[config.mk]
export PLATFORM = sky130hd
export DESIGN_NAME = keypad_scanner
export DESIGN_NICKNAME = d
export VERILOG_FILES = /design/src/rtl/keypad_scanner.sv
export SDC_FILE = /design/constraint.sdc
export NUM_CORES = 1
export LEC_CHECK = 0
export ABC_AREA = 1
export CORE_UTILIZATION = 39
export DETAILED_ROUTE_END_ITERATION = 7
export GPL_ROUTABILITY_DRIVEN = 0
export GPL_TIMING_DRIVEN = 0
export HOLD_SLACK_MARGIN = 0.15
export PLACE_DENSITY = 0.67
export SYNTH_ARGS = -nofsm -noshare
export SYNTH_HDL_FRONTEND = slang
export SYNTH_SLANG_ARGS = --single-unit
export TNS_END_PERCENT = 1
[constraint.sdc]
create_clock -name clk -period 8.8 [get_ports clk]
set_input_delay 1.32 -clock clk [delete_from_list [all_inputs] [get_ports clk]]
set_output_delay 1.32 -clock clk [all_outputs]
set_load 0.05 [all_outputs]
[src/rtl/keypad_scanner.sv]
// keypad_scanner: scans a 4x4 active-low key matrix, debounces over whole frames, reports single keys.
// Latency: outputs register one cycle after the frame-end tick; a press is accepted after DEBOUNCE_SCANS stable frames.
// Backpressure: none; key_valid is a one-cycle pulse that the consumer must take when it appears.
//
// Ports: clk, rst_n (async active-low); rows[3:0] active-low matrix sense (async to clk);
//        cols[3:0] active-low one-hot column drive; key_code[3:0] = row*4+col of the accepted key;
//        key_valid one-cycle event pulse; key_held level while the accepted key is down.
// Optional feature: define KEYPAD_REPEAT_EN for auto-repeat pulses while a key stays held.
module keypad_scanner #(
    parameter int SCAN_DIV       = 1350,
    parameter int DEBOUNCE_SCANS = 4,
    parameter int REPEAT_FIRST   = 32,
    parameter int REPEAT_NEXT    = 8
) (
    input  logic       clk,
    input  logic       rst_n,
    input  logic [3:0] rows,
    output logic [3:0] cols,
    output logic [3:0] key_code,
    output logic       key_valid,
    output logic       key_held
);
    localparam int DIV_W = $clog2(SCAN_DIV);
    localparam logic [3:0] DEB = 4'(DEBOUNCE_SCANS);

    typedef enum logic [1:0] {IDLE, DEBOUNCE, PRESSED, RELEASE} state_t;

    logic [DIV_W-1:0] div;
    logic [1:0]       col_idx;
    logic [3:0]       rows_s1, rows_s2;
    logic [15:0]      map, frame_map;
    logic             tick, frame_end;
    logic [4:0]       n_set;
    logic             single;
    logic [3:0]       single_key;

    state_t     state, state_n;
    logic [3:0] cand, cand_n, cnt, cnt_n, cnt_inc, code_n;
    logic       valid_n, held_n;
    logic       rpt_clr, rpt_step, rpt_due;

    assign tick      = (div == DIV_W'(SCAN_DIV - 1));
    assign frame_end = tick && (col_idx == 2'd3);
    assign cols      = ~(4'b0001 << col_idx);

    // Map including the column sampled this cycle, so frame end classifies all 16 keys at once.
    always_comb begin
        frame_map = map;
        for (int r = 0; r < 4; r++) begin
            frame_map[{2'(r), col_idx}] = ~rows_s2[r];
        end
    end

    always_comb begin
        n_set      = '0;
        single_key = '0;
        for (int i = 0; i < 16; i++) begin
            if (frame_map[i]) begin
                n_set      = n_set + 5'd1;
                single_key = 4'(i);
            end
        end
        // Two or more keys may be ghosting; only a lone key is ever reported.
        single = (n_set == 5'd1);
    end

    always_ff @(posedge clk or negedge rst_n) begin
        if (!rst_n) begin
            rows_s1 <= 4'hF;
            rows_s2 <= 4'hF;
            div     <= '0;
            col_idx <= '0;
            map     <= '0;
        end else begin
            rows_s1 <= rows;
            rows_s2 <= rows_s1;
            if (tick) begin
                div     <= '0;
                col_idx <= col_idx + 2'd1;
                map     <= frame_map;
            end else begin
                div <= div + 1'b1;
            end
        end
    end

    assign cnt_inc = (cnt == 4'hF) ? cnt : cnt + 4'd1;

    always_comb begin
        state_n  = state;
        cand_n   = cand;
        cnt_n    = cnt;
        code_n   = key_code;
        valid_n  = 1'b0;
        held_n   = key_held;
        rpt_clr  = 1'b0;
        rpt_step = 1'b0;
        if (frame_end) begin
            case (state)
                IDLE: begin
                    if (single) begin
                        if (DEB == 4'd1) begin
                            code_n  = single_key;
                            valid_n = 1'b1;
                            held_n  = 1'b1;
                            state_n = PRESSED;
                            rpt_clr = 1'b1;
                        end else begin
                            cand_n  = single_key;
                            cnt_n   = 4'd1;
                            state_n = DEBOUNCE;
                        end
                    end
                end
                DEBOUNCE: begin
                    if (single && single_key == cand) begin
                        cnt_n = cnt_inc;
                        if (cnt_inc >= DEB) begin
                            code_n  = cand;
                            valid_n = 1'b1;
                            held_n  = 1'b1;
                            state_n = PRESSED;
                            rpt_clr = 1'b1;
                        end
                    end else if (single) begin
                        cand_n = single_key;
                        cnt_n  = 4'd1;
                    end else begin
                        state_n = IDLE;
                    end
                end
                PRESSED: begin
                    if (single && single_key == key_code) begin
                        rpt_step = 1'b1;
                        valid_n  = rpt_due;
                    end else if (DEB == 4'd1) begin
                        held_n  = 1'b0;
                        state_n = IDLE;
                        rpt_clr = 1'b1;
                    end else begin
                        cnt_n   = 4'd1;
                        state_n = RELEASE;
                        rpt_clr = 1'b1;
                    end
                end
                RELEASE: begin
                    // Key reappearing is contact bounce: resume the press silently.
                    if (single && single_key == key_code) begin
                        state_n = PRESSED;
                        rpt_clr = 1'b1;
                    end else begin
                        cnt_n = cnt_inc;
                        if (cnt_inc >= DEB) begin
                            held_n  = 1'b0;
                            state_n = IDLE;
                        end
                    end
                end
                default: state_n = IDLE;
            endcase
        end
    end

    always_ff @(posedge clk or negedge rst_n) begin
        if (!rst_n) begin
            state     <= IDLE;
            cand      <= '0;
            cnt       <= '0;
            key_code  <= '0;
            key_valid <= 1'b0;
            key_held  <= 1'b0;
        end else begin
            state     <= state_n;
            cand      <= cand_n;
            cnt       <= cnt_n;
            key_code  <= code_n;
            key_valid <= valid_n;
            key_held  <= held_n;
        end
    end

`ifdef KEYPAD_REPEAT_EN
    // Frames of steady hold since accept (or since the last repeat); first gap is longer.
    logic [15:0] rpt_cnt;
    logic        rpt_first;

    assign rpt_due = ((rpt_cnt + 16'd1) == (rpt_first ? 16'(REPEAT_FIRST) : 16'(REPEAT_NEXT)));

    always_ff @(posedge clk or negedge rst_n) begin
        if (!rst_n) begin
            rpt_cnt   <= '0;
            rpt_first <= 1'b1;
        end else if (rpt_clr) begin
            rpt_cnt   <= '0;
            rpt_first <= 1'b1;
        end else if (rpt_step) begin
            if (rpt_due) begin
                rpt_cnt   <= '0;
                rpt_first <= 1'b0;
            end else begin
                rpt_cnt <= rpt_cnt + 16'd1;
            end
        end
    end
`else
    logic unused_rpt;
    assign rpt_due    = 1'b0;
    assign unused_rpt = rpt_clr | rpt_step;
`endif

endmodule

==> results.toml, run 1 <==
[outcome]
status = "complete, no violations"

[synth]
synth_edf_count = 0
synth_fa_ha_area_frac = 0.05808
synth_nets = 696
syn_inst = 669
synth_top_family_by_area = "simple AND/OR/NAND/NOR gates"
synth_seq_cells = 53
netlist_area_mm2 = 0.004524
ys_types = 44
yosys.area_share.simple = 0.4433
synth-compound-area-share = 0.08131
yosys.area_share.xor_xnor = 0.01936
synth_seq_area_share = 0.2954
synth_area_per_cell_um2 = 6.763
synthFlopType = "dfrtp_1"
synth_mux_area_frac = 0.002489
ys_warn_count = 0
ys_async_sr_fraction = 1.000

[route]
wl_per_cell_um = 13.92
first_pass_iters = 5
drt-total-wl_um = 12930
drc = 0
vias = 4828
vias_per_cell = 5.197
ant_nets = 0
drt-initial-drc-count = 356

[floorplan]
dieArea_mm2 = 0.01204
dieWidth_um = 109.7
chipHeight_um = 109.7
pin_count = 16
coreArea_mm2 = 0.01108
initial_core_util = 0.4084
rows = 38

[critical_path]
worstPathMaxFanout = 7
rr_endpoint = "key_code[0]"
r2r-start = "col_idx[0]"
reg2reg_depth = 59
worstPathArrival_ns = 8.80
critPathMaxStageDelay_ns = 0.43
cp_slowest_cell = "dfrtp_1"
regToRegSetupSlack_ns = 0.18
crit_top_cell = "ha_4"
worstSetupStartpointType = "flip-flop"
crit_type = "reg -> reg"
end_kind = "flip-flop"
required_ns = 8.98

[clocking]
clkTransAtPathRegs_ns = 0.07
cts.htree.levels = 2
cts_sinks = 53
insertion_delay_ns = 0.29
postCtsHoldBufs = 0
cts_tree = "yes"
cts_buffers = 5
clockRootBuffer = "clkbuf_16"
cts.path.max_buffers = 2

[global_route]
grt_max_degree = 41
grt-ovfl-total = 0
grt_first_pass_wirelength_um = 21060
gr-usage-all-layers = 0.2192
grt_pass1_vias = 4705
antenna_found_initial = 0

[power]
cellPowerDensity_mw_per_mm2 = 89.11
fin_total_pwr_uw = 569.9
power_leakage_nw = 3.262
vdd_ir_drop_max_mv = 0.08715

[timing]
tns_ns = 0
hold-worst-slack_ns = 0.3588
setup_violations = 0
max_freq_mhz = 116.0
period_share = 0.9799
drv_slew = 0
max_slew_margin = 0.3120
period_minus_slack_ns = 8.623
grt_setup_unrepaired = "true"
worst_slew_pin_slew_ns = 1.029
skew_ns = 0.007289
hold_viol = 0
finalWorstSetupSlack_ns = 0.1772

[worst_hold_path]
holdCritStartpoint = "rows_s1[0]"
hold_end = "rows_s2[0]"
min_path_cells = 0
hp-class = "reg -> reg"

[cells_and_area]
area.growth.synth_to_final_pct = 41.37
layout.nets = 815
fin_util = 0.5774
antenna_cells = 0
layout_commonest_cell = "nand2_1"
nFillCells = 907
layout-drive-gt1-share = 0.3878
final_cell_mix = "nand2_1, buf_4, inv_1, nand2_2, nand3_1"

[placed_design]
io_buffers = 15
dp_hpwl_um = 7429
pre_cts_slack_ns = -0.7463

[run]
max-cap-violations = 0
## metrics by stage
step                cells  instance area (um^2)
global placement      824                  4922
detailed placement    825                  4937
CTS                   921                  5971
global route          929                  6396
floorplan             669                  4597
finish                929                  6396
## Yosys cell counts, types with 2 or more instances
cell type / count / area (um^2)
nor4_1: 6 / 37.54
nand4_1: 6 / 37.54
xor2_1: 9 / 78.83
nor3_2: 2 / 20.02
nor3_1: 4 / 20.02
clkbuf_1: 3 / 11.26
inv_1: 96 / 360.4
nor2_1: 44 / 165.2
inv_2: 7 / 26.28
dfrtp_1: 45 / 1126
nand3b_1: 3 / 22.52
nor2_4: 2 / 22.52
nand2_1: 196 / 735.7
o21ai_1: 12 / 60.06
dfstp_2: 8 / 210.2
o21ai_0: 32 / 160.2
nand4_2: 3 / 37.54
nand2_2: 41 / 256.5
a21oi_1: 11 / 55.05
nor2_2: 2 / 12.51
nor3b_1: 2 / 15.01
o21ai_2: 4 / 35.03
and2_1: 2 / 12.51
buf_6: 3 / 33.78
ha_1: 21 / 262.8
or2_2: 7 / 43.79
nand3_1: 60 / 300.3
nand3_2: 22 / 220.2
## per-layer routing
layer  vias up  GRT usage  wire length, um
met5         -          0                0
met3        36    0.02964              514
li1       2378          -                -
met2       138     0.4021             6555
met4         0    0.06762              407
met1      2276     0.2637             5455
## worst max path at each step
stage / start / end
floorplan: col_idx[0] / key_code[0]
global placement: col_idx[0] / state[0]
detailed placement: col_idx[0] / cnt[1]
CTS: col_idx[0] / state[1]
global route: col_idx[0] / state[0]
finish: col_idx[0] / key_code[0]
## where the power goes
group | switching (mW) | internal, mW | total, mW
combinational | 0.0675 | 0.0571 | 0.125
sequential | 0.00188 | 0.247 | 0.249
clock | 0.0904 | 0.106 | 0.197
total | 0.160 | 0.410 | 0.570
## layout make-up
class	count	area [um^2]	share of cell area
buffer	6	35.03	0.005477
clock buffer	5	125.1	0.01956
tap	140	175.2	0.02739
multi-input combinational	503	3362	0.5256
sequential	53	1336	0.2089
timing repair buffer	114	932.1	0.1457
clock inverter	3	21.27	0.003326
inverter	105	409.1	0.06397
## worst max-delay path, delay by kind of cell (launching register included)
family | cells | cell delay, ns
buffers and inverters | 11 | 0.81
AOI/OAI and AO/OA | 6 | 0.69
DFF | 1 | 0.43
and+or+nand+nor | 28 | 3.18
adders and majority gates | 14 | 3.37
## kinds of logic (layout without fill, tap and decap cells)
logic type,count (synthesis),count (layout)
compound gates,65,65
xor+xnor,10,10
fa+ha+maj,21,21
buf+inv,113,233
flops,53,53
mux,1,1
simple gates,406,406
## state kept, by name (all words and copies together), names as in the netlist, 2 cells and up
register	count
state	2
col_idx	2
map	16
div	11
rows_s2	4
rows_s1	4
cand	4
cnt	4
key_code	4
## timing repair
action	CTS	global route
gates resized for setup	48	79
setup endpoints to repair	16	16
gates cloned	0	0
hold endpoints to repair	0	0
setup buffers	90	16
pin swaps	30	52
Note: power is estimated with default switching activity, not from simulation.
==> run 2: changes to the inputs <==
CAP_MARGIN = 5   (was not set)
==> results of run 2 <==
No change in the layout: final DEF, timing and power equal those of run 1.
